File: config.mk
export PLATFORM = sky130hd
export DESIGN_NAME = ysyx_220053_trap_ctrl
export DESIGN_NICKNAME = d
export VERILOG_FILES = /design/src/rtl/ysyx_220053_csr_pkg.sv /design/src/rtl/ysyx_220053_trap_ctrl.sv
export SDC_FILE = /design/constraint.sdc
export NUM_CORES = 1
export LEC_CHECK = 0
export ABC_AREA = 0
export BUFFER_PORTS_ARGS = -buffer_cell sky130_fd_sc_hd__buf_2
export CAP_MARGIN = 5
export CELL_PAD_IN_SITES_DETAIL_PLACEMENT = 1
export CELL_PAD_IN_SITES_GLOBAL_PLACEMENT = 1
export CORE_AREA = 3 3 151 153
export CTS_BUF_LIST = sky130_fd_sc_hd__clkbuf_16
export DETAILED_ROUTE_END_ITERATION = 10
export DIE_AREA = 0 0 154 156
export GPL_TIMING_DRIVEN = 0
export PLACE_DENSITY = 0.84
export RECOVER_POWER = 25
export SKIP_LAST_GASP = 1
export SLEW_MARGIN = 10
export SYNTH_ARGS = -nofsm -noshare
export SYNTH_HDL_FRONTEND = slang
export SYNTH_SLANG_ARGS = --single-unit
File: constraint.sdc
create_clock -name clk -period 1.65 [get_ports clk]
set_input_delay 0.2475 -clock clk [delete_from_list [all_inputs] [get_ports clk]]
set_output_delay 0.2475 -clock clk [all_outputs]
set_load 0.02 [all_outputs]
File: src/rtl/ysyx_220053_csr_pkg.sv
// Shared machine-mode CSR definitions: trap controller state encoding,
// mcause values and CSR addresses used by the trap path and CSR file.
package ysyx_220053_csr_pkg;

  typedef enum logic [2:0] {
    ST_IDLE  = 3'd0,
    ST_DRAIN = 3'd1,
    ST_ENTER = 3'd2,
    ST_REDIR = 3'd3,
    ST_RET   = 3'd4
  } trap_state_e;

  localparam logic [63:0] MCAUSE_ECALL_M = 64'h0000_0000_0000_000b;
  localparam logic [63:0] MCAUSE_MTI     = 64'h8000_0000_0000_0007;

  localparam logic [11:0] CSR_MSTATUS = 12'h300;
  localparam logic [11:0] CSR_MIE     = 12'h304;
  localparam logic [11:0] CSR_MTVEC   = 12'h305;
  localparam logic [11:0] CSR_MEPC    = 12'h341;
  localparam logic [11:0] CSR_MCAUSE  = 12'h342;
  localparam logic [11:0] CSR_MIP     = 12'h344;

endpackage

File: src/rtl/ysyx_220053_trap_ctrl.sv
// Machine-mode trap sequencer: accepts timer interrupt / ecall / mret in EX,
// waits for the LSU to drain (with a watchdog), then drives CSR update and PC redirect.
module ysyx_220053_trap_ctrl
  import ysyx_220053_csr_pkg::*;
#(
  parameter logic [63:0] CAUSE_ECALL = MCAUSE_ECALL_M,
  parameter logic [63:0] CAUSE_MTI   = MCAUSE_MTI,
  parameter logic [7:0]  DRAIN_MAX   = 8'd255
) (
  input  logic        clk,
  input  logic        rst,
  input  logic        ecall_i,
  input  logic        mret_i,
  input  logic [63:0] pc_i,
  input  logic        mtip_i,
  input  logic        mstatus_mie_i,
  input  logic        mie_mtie_i,
  input  logic        lsu_busy_i,
  input  logic [63:0] mtvec_i,
  input  logic [63:0] mepc_i,
  output logic        trap_busy_o,
  output logic        csr_trap_o,
  output logic        csr_mret_o,
  output logic [63:0] csr_epc_o,
  output logic [63:0] csr_cause_o,
  output logic        redirect_o,
  output logic [63:0] redirect_pc_o,
  output logic        drain_timeout_o
);

  trap_state_e state_q, state_nxt;
  logic [63:0] epc_q, cause_q;
  logic [7:0]  drain_cnt_q;
  logic        irq, trap_req;

  assign irq      = mtip_i & mstatus_mie_i & mie_mtie_i;
  assign trap_req = irq | ecall_i;

  // NOTE: every output gets a default before the case so no path leaves a latch.
  always_comb begin
    state_nxt       = state_q;
    csr_trap_o      = 1'b0;
    csr_mret_o      = 1'b0;
    csr_epc_o       = '0;
    csr_cause_o     = '0;
    redirect_o      = 1'b0;
    redirect_pc_o   = '0;
    drain_timeout_o = 1'b0;
    case (state_q)
      ST_IDLE: begin
        if (trap_req)    state_nxt = lsu_busy_i ? ST_DRAIN : ST_ENTER;
        else if (mret_i) state_nxt = ST_RET;
      end
      ST_DRAIN: begin
        if (!lsu_busy_i) begin
          state_nxt = ST_ENTER;
        end else if (drain_cnt_q == DRAIN_MAX) begin
          state_nxt       = ST_ENTER;
          drain_timeout_o = 1'b1;
        end
      end
      ST_ENTER: begin
        csr_trap_o  = 1'b1;
        csr_epc_o   = epc_q;
        csr_cause_o = cause_q;
        state_nxt   = ST_REDIR;
      end
      ST_REDIR: begin
        redirect_o    = 1'b1;
        // mtvec is used in direct mode only; the mode bits are masked off.
        redirect_pc_o = mtvec_i & ~64'h3;
        state_nxt     = ST_IDLE;
      end
      ST_RET: begin
        csr_mret_o    = 1'b1;
        redirect_o    = 1'b1;
        redirect_pc_o = mepc_i;
        state_nxt     = ST_IDLE;
      end
      default: state_nxt = ST_IDLE;
    endcase
  end

  // NOTE: state updates use <= so every flop samples pre-edge values, regardless of statement order.
  always_ff @(posedge clk) begin
    if (rst) begin
      state_q     <= ST_IDLE;
      trap_busy_o <= 1'b0;
      epc_q       <= '0;
      cause_q     <= '0;
      drain_cnt_q <= '0;
    end else begin
      state_q     <= state_nxt;
      trap_busy_o <= (state_nxt != ST_IDLE);
      if (state_q == ST_IDLE && trap_req) begin
        epc_q       <= pc_i;
        cause_q     <= irq ? CAUSE_MTI : CAUSE_ECALL;
        drain_cnt_q <= '0;
      end else if (state_q == ST_DRAIN) begin
        drain_cnt_q <= drain_cnt_q + 8'd1;
      end
    end
  end

endmodule

==> out/qor.txt, run 1 <==
fin nets: 1216
Detailed Routing Iterations Pass 1: 4
met1 GRT Util: 23.7%
drt total wl: 27300 um
dpl cells: 1259
worst vdd ir: 493 uV
RSZ-0062 raised after global routing: yes
total track usage: 20.9%
grt met2 use: 38.2%
core area: 21700 um^2
Fin Setup TNS: -55.82 ns
Synth async-reset ratio: 0%
largest family of logic cells by synthesized area: compound AO/OA/AOI/OAI gates
H-tree depth: 3
post-DP HPWL: 21000 um
post-synthesis adder-cell area fraction: 0.269%
busiest layer in global routing: met2
Syn Area/Cell: 7.93 um^2
met3 usage: 5.49%
DRC Markers: 0
clock slew seen by the registers of the worst setup and hold paths: 0.07 ns
Synth Instances: 587
fin crit period: 2.05 ns
largest area contributor in the netlist: dfxtp_1
Synth Area in Compound Gates: 28.8%
CP arrival: 1.80 ns
Commonest cells post-synth: 79 x dfxtp_1, 73 x a21oi_1, 69 x and2_1
Seq/Total Area, Yosys: 34.0%
die width: 154 um
clk_lat worst skew: 0.35 ns
initial antenna violation count: 8
grt ovf: 0
synth unique cells: 40
Yosys reg bits: 79
Crit Path Category: register to primary output
Hold Crit Class: input port to register
setup violators final: 215
largest cells by area after synthesis: dfxtp_1 34%, a22o_1 12%, buf_4 9.8%
f_max: 0.488 GHz
fin worst setup slack: -0.398 ns
CTS buffer count: 9
Power Density: 733 nW/um^2
vias in the first global route: 6384
global-route wire length before repair: 38600 um
Initial Utilization: 21.5%
CTS tree: done
CP Data Required Time: 1.40 ns
CTS Hold Bufs: 0
fin area: 8630 um^2
via-per-instance ratio: 4.64
status: complete, but fails checks
Static Leakage: 4.14 nW
Tcrit/Tclk final: 124%
clock sinks: 79
post-synthesis simple-gate area fraction: 20.8%
wire per inst: 21.0 um
Yosys warning count: 0
worst-path fanout max: 8
Row Count: 54
synthesized area: 4660 um^2
Via Count: 6056
failing checks: negative setup slack
1st-iter DRT viols: 241
Root Driver: clkbuf_16
EDFF count, synth: 0
max-slew violations: 0
Most used DFF post-synth: dfxtp_1
largest net degree at the start of global routing: 16
Yosys top cell area share: 34.0%
most frequent cell after synthesis: dfxtp_1
global placer's final weighted congestion: 0.883
Worst slew margin: 37.1%
IO Pins: 397
share of layout cells above drive strength 1: 53.4%
clock skew after layout: 0.00832 ns
Post-DP Area: 7010 um^2
hold_ws: 0.118 ns
Max Cap Violations: 0
Buffers on Ports: 334
XOR/XNOR share of the synthesized area: 0.188%
Fin. Hold Viols: 0
mux cell area share after synthesis: 0%
crit end category: primary output
Area Overhead vs Synth: 85.4%
Clock Tree Buf Depth: 2
DIE AREA: 24000 um^2
CP Launch Type: register
Antenna Nets Post-Route: 0
Worst-Margin Slew: 0.939 ns
overall die height: 156 um
Layout Cells excl Fill: 1304
## report_power, final
group          internal, mW  total (mW)  switching, mW
logic                 0.983        2.24           1.25
clock network          1.03        1.91          0.882
registers              2.09        2.17         0.0868
## what timing repair did
item | in CTS | in global routing
endpoints found under the setup margin | 215 | 215
gates cloned | 7 | 3
buffers inserted | 15 | 5
pin swaps | 50 | 38
resized for setup | 253 | 90
## flip-flops by register name, indices dropped and copies added, names as in the netlist
signal       count
state_q          3
epc_q           64
drain_cnt_q      8
trap_busy_o      1
cause_q          3
## area by class of cell
cell class	instances	area, um^2
fill	2672	13100
multi-input combinational	442	2760
timing repair buffer	361	2680
sequential	79	1590
buffer	118	928
tap	280	350
clock buffer	9	225
clock inverter	7	53.8
inverter	4	27.5
antenna	4	10.0
## logic make-up (layout without fill, tap and decap cells)
group / after synthesis / count (layout)
DFF: 79 / 79
adders and majority gates: 1 / 1
xor gates and xnor gates: 1 / 1
and+or+nand+nor: 166 / 166
AOI/OAI and AO/OA: 215 / 215
other: 1 / 63
buffers and inverters: 124 / 499
## layer usage
metal,vias up,wire (um)
met5,-,43
met3,56,2040
met4,6,787
li1,2844,-
met1,2875,10400
met2,275,14000
## worst max-delay path: stages (launching register included)
cell       delay, ns
dfxtp_4         0.39
or3b_4          0.43
clkinv_8        0.10
buf_12          0.14
clkbuf_16       0.14
and2_4          0.14
buf_6           0.11
## final timing paths
path                               start                     end  slack [ns]  depth (start not counted)
setup / recovery   state_q[1]$_SDFF_PP0_           csr_epc_o[48]       -0.40                          6
hold / removal                       rst   state_q[2]$_SDFF_PP0_        0.12                          2
setup reg to reg   state_q[2]$_SDFF_PP0_  epc_q[50]$_SDFFE_PP0P_       -0.35                          4
hold reg to reg   epc_q[22]$_SDFFE_PP0P_  epc_q[22]$_SDFFE_PP0P_        0.47                          2
## cell usage in the layout (no fill, tap or decap), types with 13 or more instances in the layout
| cell type | Yosys | final |
|---|---|---|
| and2_2 | 0 | 30 |
| and2_4 | 0 | 25 |
| nand3_1 | 68 | 68 |
| conb_1 | 1 | 59 |
| buf_4 | 61 | 104 |
| o21ai_0 | 62 | 62 |
| a21oi_1 | 73 | 73 |
| dfxtp_1 | 79 | 75 |
| clkbuf_16 | 0 | 13 |
| buf_2 | 4 | 209 |
| and2_1 | 69 | 14 |
| clkbuf_1 | 45 | 30 |
| buf_6 | 5 | 107 |
| a22o_1 | 62 | 54 |
## per-stage QoR
step	setup slack, ns	utilization (%)	power (mW)
finish	-0.398	39.8	6.33
global route	-0.449	39.8	6.65
CTS	-0.423	38.3	6.24
detailed placement	-0.678	32.3	4.05
global placement	-0.702	32.3	4.00
floorplan	-0.0292	-	3.32
Note: power is estimated with default switching activity, not from simulation.
==> inputs of run 2 (changes only) <==
Settings changed: CTS_BUF_LIST sky130_fd_sc_hd__clkbuf_16 to default, RECOVER_POWER 25 to 50.
==> run 2 against run 1 <==
  * The flow still finishes with violations (negative setup slack)
  * Wire length up 0.15%
  * Critical endpoint unchanged
  * Non-clock buffer count did not move
  * Critical path depth unchanged
  * Die area unchanged
  * Global-route usage unchanged
  * Sequential share of layout area about the same
  * Clock skew about the same
  * Worst setup slack about the same
  * Register-to-register slack about the same
  * Sequential cell count unchanged
==> out/qor.txt, run 2 (synthesis results as in run 1) <==
status: complete, but fails checks (unchanged)
failing checks: negative setup slack (unchanged)
Row Count: 54 (unchanged)
Tcrit/Tclk final: 124% (about the same)
crit end category: primary output (unchanged)
Area Overhead vs Synth: 85.5% (was 85.4%)
Static Leakage: 4.15 nW (was 4.14 nW)
CP Data Required Time: 1.40 ns (about the same)
clk_lat worst skew: 0.35 ns (about the same)
fin area: 8640 um^2 (was 8630 um^2)
initial antenna violation count: 8 (unchanged)
Comb power frac: 35.1% (was 35.4%)
Worst slew margin: 37.1% (about the same)
largest net degree at the start of global routing: 16 (unchanged)
Fin. Hold Viols: 0 (unchanged)
IO Pins: 397 (unchanged)
Int Power: 4.15 mW (was 4.10 mW)
core area: 21700 um^2 (unchanged)
max-slew violations: 0 (unchanged)
fin worst setup slack: -0.398 ns (about the same)
Buffers on Ports: 334 (unchanged)
max FFs per register: 64 (unchanged)
Via Count: 6059 (was 6056)
clock power share: 30.8% (was 30.3%)
dpl cells: 1259 (unchanged)
CP arrival: 1.80 ns (about the same)
switching share of power: 35.0% (was 35.2%)
setup violators final: 215 (unchanged)
CTS buffer count: 9 (unchanged)
fin nets: 1216 (unchanged)
clock slew seen by the registers of the worst setup and hold paths: 0.07 ns (about the same)
total track usage: 20.9% (unchanged)
drt total wl: 27400 um (was 27300 um)
clock sinks: 79 (unchanged)
CTS Hold Bufs: 0 (unchanged)
leading cell type in the layout, fill and taps excluded: buf_2 (unchanged)
Hold Crit Class: input port to register (unchanged)
Root Driver: clkbuf_16 (unchanged)
Net Sw Power: 2.23 mW (was 2.22 mW)
Worst-Margin Slew: 0.938 ns (was 0.939 ns)
Antenna Nets Post-Route: 0 (unchanged)
Initial Utilization: 21.5% (unchanged)
Detailed Routing Iterations Pass 1: 4 (unchanged)
Crit Path Category: register to primary output (unchanged)
share of layout cells above drive strength 1: 53.5% (was 53.4%)
grt ovf: 0 (unchanged)
commonest non-fill, non-tap cells in the layout: 209 x buf_2, 107 x buf_6, 104 x buf_4, 75 x dfxtp_1, 73 x a21oi_1 (unchanged)
overall die height: 156 um (unchanged)
Clock Tree Buf Depth: 2 (unchanged)
wire per inst: 21.0 um (about the same)
CTS tree: done (unchanged)
clock skew after layout: 0.00832 ns (about the same)
die width: 154 um (unchanged)
via-per-instance ratio: 4.65 (was 4.64)
worst vdd ir: 492 uV (was 493 uV)
worst-path fanout max: 8 (unchanged)
fin crit period: 2.05 ns (about the same)
1st-iter DRT viols: 243 (was 241)
RSZ-0062 raised after global routing: yes (unchanged)
Most flops, register: epc_q (unchanged)
fillers: 2671 (was 2672)
H-tree depth: 3 (unchanged)
CP Launch Type: register (unchanged)
Post-DP Area: 7010 um^2 (unchanged)
Largest regs: epc_q (64), drain_cnt_q (8) (unchanged)
vias in the first global route: 6390 (was 6384)
post-DP HPWL: 21000 um (unchanged)
Power Density: 738 nW/um^2 (was 733 nW/um^2)
Layout Cells excl Fill: 1302 (was 1304)
global-route wire length before repair: 38700 um (was 38600 um)
global placer's final weighted congestion: 0.883 (unchanged)
DRC Markers: 0 (unchanged)
Fin Setup TNS: -55.90 ns (was -55.82 ns)
Max Cap Violations: 0 (unchanged)
power share of the sequential group: 34.1% (was 34.3%)
DIE AREA: 24000 um^2 (unchanged)
f_max: 0.488 GHz (about the same)
run 2: cell count changes in the layout (fill, tap and decap cells not counted):
cell / delta
diode_2: -2
clkbuf_8: +1
clkinv_1: -1
run 2: area by class of cell:
cell class / instances / area (um^2) / area share [%]
antenna: 2 / 5.00 / 0.0579
buffer: 118 / 928 / 10.7
clock buffer: 10 / 239 / 2.77
clock inverter: 6 / 50.0 / 0.579
inverter: 4 / 27.5 / 0.319
multi-input combinational: 442 / 2760 / 32.0
sequential: 79 / 1590 / 18.5
tap: 280 / 350 / 4.06
timing repair buffer: 361 / 2680 / 31.1
run 2: through the flow:
stage / hold slack (ns) / total power, mW / utilization, % / setup WS (ns)
after floorplan: 0.357 / 3.32 / - / -0.0292
after CTS: 0.0982 / 6.30 / 38.3 / -0.423
after detailed placement: 0.465 / 4.05 / 32.3 / -0.678
final: 0.118 / 6.38 / 39.8 / -0.398
after global placement: 0.456 / 4.00 / 32.3 / -0.702
after global routing: 0.110 / 6.70 / 39.8 / -0.449
run 2: worst paths after layout:
| path | cells past startpoint | start | slack, ns | end |
|---|---|---|---|---|
| worst max-delay path | 6 | state_q[1]$_SDFF_PP0_ | -0.40 | csr_epc_o[48] |
| worst min-delay path | 2 | rst | 0.12 | state_q[2]$_SDFF_PP0_ |
| worst min register to register | 2 | epc_q[10]$_SDFFE_PP0P_ | 0.47 | epc_q[10]$_SDFFE_PP0P_ |
| worst max register to register | 4 | state_q[2]$_SDFF_PP0_ | -0.35 | epc_q[50]$_SDFFE_PP0P_ |
run 2: power groups by stage:
stage	Combinational (mW)	Clock [mW]	Sequential (mW)
after global placement	1.81	0	2.19
after detailed placement	1.84	0	2.21
after CTS	2.11	2.01	2.17
after floorplan	1.14	0	2.18
final	2.24	1.97	2.17
after global routing	2.41	2.09	2.20
run 2: critical path: stages, from the launching register on:
cell	delay, ns
dfxtp_4	0.39
or3b_4	0.43
clkinv_8	0.10
buf_12	0.14
clkbuf_16	0.14
and2_4	0.14
buf_6	0.11
run 2: routing by layer:
metal	share of wire (%)	GRT usage, %
met1	38	23.7
met2	51	38.2
met3	7.5	5.46
met4	2.8	6.81
met5	0.16	0
run 2: timing repair:
item	4_1_cts	5_1_grt
pin swaps	50	38
cloned	7	3
buffers inserted	15	5
setup endpoints to repair	215	215
gates resized for setup	253	90
==> inputs of run 3 (changes only) <==
Settings changed: BUFFER_PORTS_ARGS -buffer_cell sky130_fd_sc_hd__buf_2 to default, CORE_AREA 3 3 151 153 to 3 3 153 155, DIE_AREA 0 0 154 156 to 0 0 156 158, DONT_BUFFER_PORTS from default to 1, PLACE_DENSITY 0.84 to 0.58.
Clock period 1.65 ns to 1.8 ns, I/O delays scaled along.
==> run 3 against run 2 <==
  * The run still ends with negative setup slack left
  * Wire length decreased by 13%
  * Hold slack worse by 0.10 ns
  * Clock skew fell by 0.00099 ns
  * Critical path type unchanged
  * Highest routed layer unchanged
==> out/qor.txt, run 3 (synthesis results as in run 1) <==
total track usage: 17.8% (was 20.9%)
status: complete, but fails checks (unchanged)
Detailed Routing Iterations Pass 1: 4 (unchanged)
switching share of power: 33.0% (was 35.0%)
power share of the sequential group: 34.7% (was 34.1%)
CP Launch Type: register (unchanged)
DIE AREA: 24600 um^2 (was 24000 um^2)
Crit. Startpoint: state_q[1]$_SDFF_PP0_ (unchanged)
post-DP HPWL: 18300 um (was 21000 um)
CP Data Required Time: 1.53 ns (was 1.40 ns)
Core Util, Final: 31.9% (was 39.8%)
HP Start: lsu_busy_i (was rst)
failing checks: negative setup slack (unchanged)
RSZ-0062 raised after global routing: yes (unchanged)
worst hold path stage count: 1 (was 2)
fin nets: 890 (was 1216)
Hold Crit Class: input port to register (unchanged)
clk_lat worst skew: 0.35 ns (about the same)
Hold EP: state_q[1]$_SDFF_PP0_ (was state_q[2]$_SDFF_PP0_)
f_max: 0.498 GHz
clock sinks: 79 (unchanged)
Ant. Diodes: 0 (was 2)
number of cells on the worst reg-to-reg path: 6 (was 4)
1st-iter DRT viols: 199 (was 243)
Row Count: 54 (unchanged)
Clock Tree Buf Depth: 2 (unchanged)
wire per inst: 24.3 um (was 21.0 um)
grt ovf: 0 (unchanged)
CTS Hold Bufs: 0 (unchanged)
setup violators final: 152 (was 215)
Area Overhead vs Synth: 50.2% (was 85.5%)
worst vdd ir: 408 uV (was 492 uV)
Root Driver: clkbuf_16 (unchanged)
Fin Setup TNS: -16.70 ns (was -55.90 ns)
CTS buffer count: 9 (unchanged)
vias in the first global route: 4724 (was 6390)
fin area: 6990 um^2 (was 8640 um^2)
clock power share: 35.2% (was 30.8%)
Power Density: 828 nW/um^2 (was 738 nW/um^2)
CP arrival: 1.74 ns (was 1.80 ns)
Max Cap Violations: 0 (unchanged)
R2R Path Start: state_q[2]$_SDFF_PP0_ (unchanged)
pre-CTS WS: -0.891 ns (was -0.678 ns)
IO Pins: 397 (unchanged)
CTS tree: done (unchanged)
Antenna Nets Post-Route: 0 (unchanged)
Largest regs: epc_q (64), drain_cnt_q (8) (unchanged)
Static Leakage: 3.02 nW (was 4.15 nW)
max FFs per register: 64 (unchanged)
largest net degree at the start of global routing: 14 (was 16)
overall die height: 158 um (was 156 um)
Net Sw Power: 1.91 mW (was 2.23 mW)
Via Count: 4658 (was 6059)
die width: 156 um (was 154 um)
global placer's final weighted congestion: 0.777 (was 0.883)
Comb power frac: 30.2% (was 35.1%)
Fin. Hold Viols: 0 (unchanged)
Crit Path Category: register to primary output (unchanged)
fin crit period: 2.01 ns
Tcrit/Tclk final: 112%
fin worst setup slack: -0.210 ns (was -0.398 ns)
worst-path fanout max: 8 (unchanged)
Buffers on Ports: 0 (was 334)
commonest non-fill, non-tap cells in the layout: 78 x buf_4, 76 x dfxtp_1, 73 x a21oi_1, 68 x and2_4, 68 x nand3_1 (was 209 x buf_2, 107 x buf_6, 104 x buf_4, 75 x dfxtp_1, 73 x a21oi_1)
Worst R2R Setup Slack: -0.10 ns (was -0.35 ns)
leading cell type in the layout, fill and taps excluded: buf_4 (was buf_2)
core area: 22000 um^2 (was 21700 um^2)
share of layout cells above drive strength 1: 41.8% (was 53.5%)
RR Endpoint: epc_q[18]$_SDFFE_PP0P_ (was epc_q[50]$_SDFFE_PP0P_)
global-route wire length before repair: 32000 um (was 38700 um)
drt total wl: 23700 um (was 27400 um)
Worst slew margin: 58.6% (was 37.1%)
Worst-Margin Slew: 0.622 ns (was 0.938 ns)
max-slew violations: 0 (unchanged)
fillers: 2498 (was 2671)
Most flops, register: epc_q (unchanged)
DRC Markers: 0 (unchanged)
clock skew after layout: 0.00734 ns (was 0.00832 ns)
Post-DP Area: 5240 um^2 (was 7010 um^2)
via-per-instance ratio: 4.78 (was 4.65)
Int Power: 3.88 mW (was 4.15 mW)
crit end category: primary output (unchanged)
initial antenna violation count: 1 (was 8)
clock slew seen by the registers of the worst setup and hold paths: 0.07 ns (about the same)
H-tree depth: 3 (unchanged)
Initial Utilization: 21.2% (was 21.5%)
## run 3: cell types whose count changed in the layout (fill, tap and decap cells not counted), moves of 3 or more
cell      before  now
buf_4        104   78
buf_2        209    3
o21ai_1        5   26
clkbuf_8       9    3
clkbuf_4       1    5
and2_1        14    0
buf_6        107   15
inv_6          3    0
and2_2        30    1
a22o_4         8   62
a22o_1        54    0
and2_4        25   68
o21ai_0       62   41
## run 3: routing by layer
layer  global-route usage, %  routed length (um)
met1                    17.0                7750
met2                    34.1               13000
met3                    6.72                2290
met4                    6.90                 642
met5                       0                  10
## run 3: how the worst max path moves through the flow
| stage | end | slack (ns) | depth (start not counted) |
|---|---|---|---|
| floorplan | csr_cause_o[1] | 0.01 | 6 |
| global placement | redirect_pc_o[18] | -0.86 | 4 |
| detailed placement | redirect_pc_o[18] | -0.89 | 4 |
| CTS | csr_epc_o[45] | -0.27 | 6 |
| global route | csr_epc_o[45] | -0.27 | 5 |
| finish | csr_cause_o[63] | -0.21 | 5 |
## run 3: repair_timing
item | 4_1_cts | 5_1_grt
setup buffers | 23 | 8
setup endpoints to repair | 215 | 172
gates resized for setup | 337 | 60
pin swaps | 54 | 42
gates cloned | 6 | 4
## run 3: worst max-delay path: stages, from the launching register on
cell      delay [ns]
dfxtp_4         0.39
or3b_4          0.44
clkinv_8        0.09
buf_12          0.13
and2_4          0.20
buf_6           0.13
## run 3: cell type report
class	count	area [um^2]	share of cell area (%)
Multi-Input combinational cell	442	3310	47.4
Buffer	117	955	13.6
Inverter	4	27.5	0.394
Clock inverter	5	81.3	1.16
Timing Repair Buffer	36	432	6.17
Clock buffer	11	243	3.47
Tap cell	280	350	5.01
Sequential cell	79	1590	22.8
## run 3: power groups by stage
stage	clock network, mW	logic [mW]	registers (mW)
5_1_grt	2.16	1.90	2.03
4_1_cts	2.09	1.70	2.01
6_report	2.04	1.75	2.01
3_3_place_gp	0	1.34	2.02
3_5_place_dp	0	1.34	2.03
2_1_floorplan	0	1.02	2.00
## run 3: per-stage QoR
stage                     cells  power, mW  hold slack, ns
after detailed placement    925       3.37           0.391
after global placement      925       3.36           0.391
after CTS                   970       5.79         0.00371
after floorplan             645       3.02           0.379
after global routing        974       6.09          0.0172
final                       974       5.79          0.0179
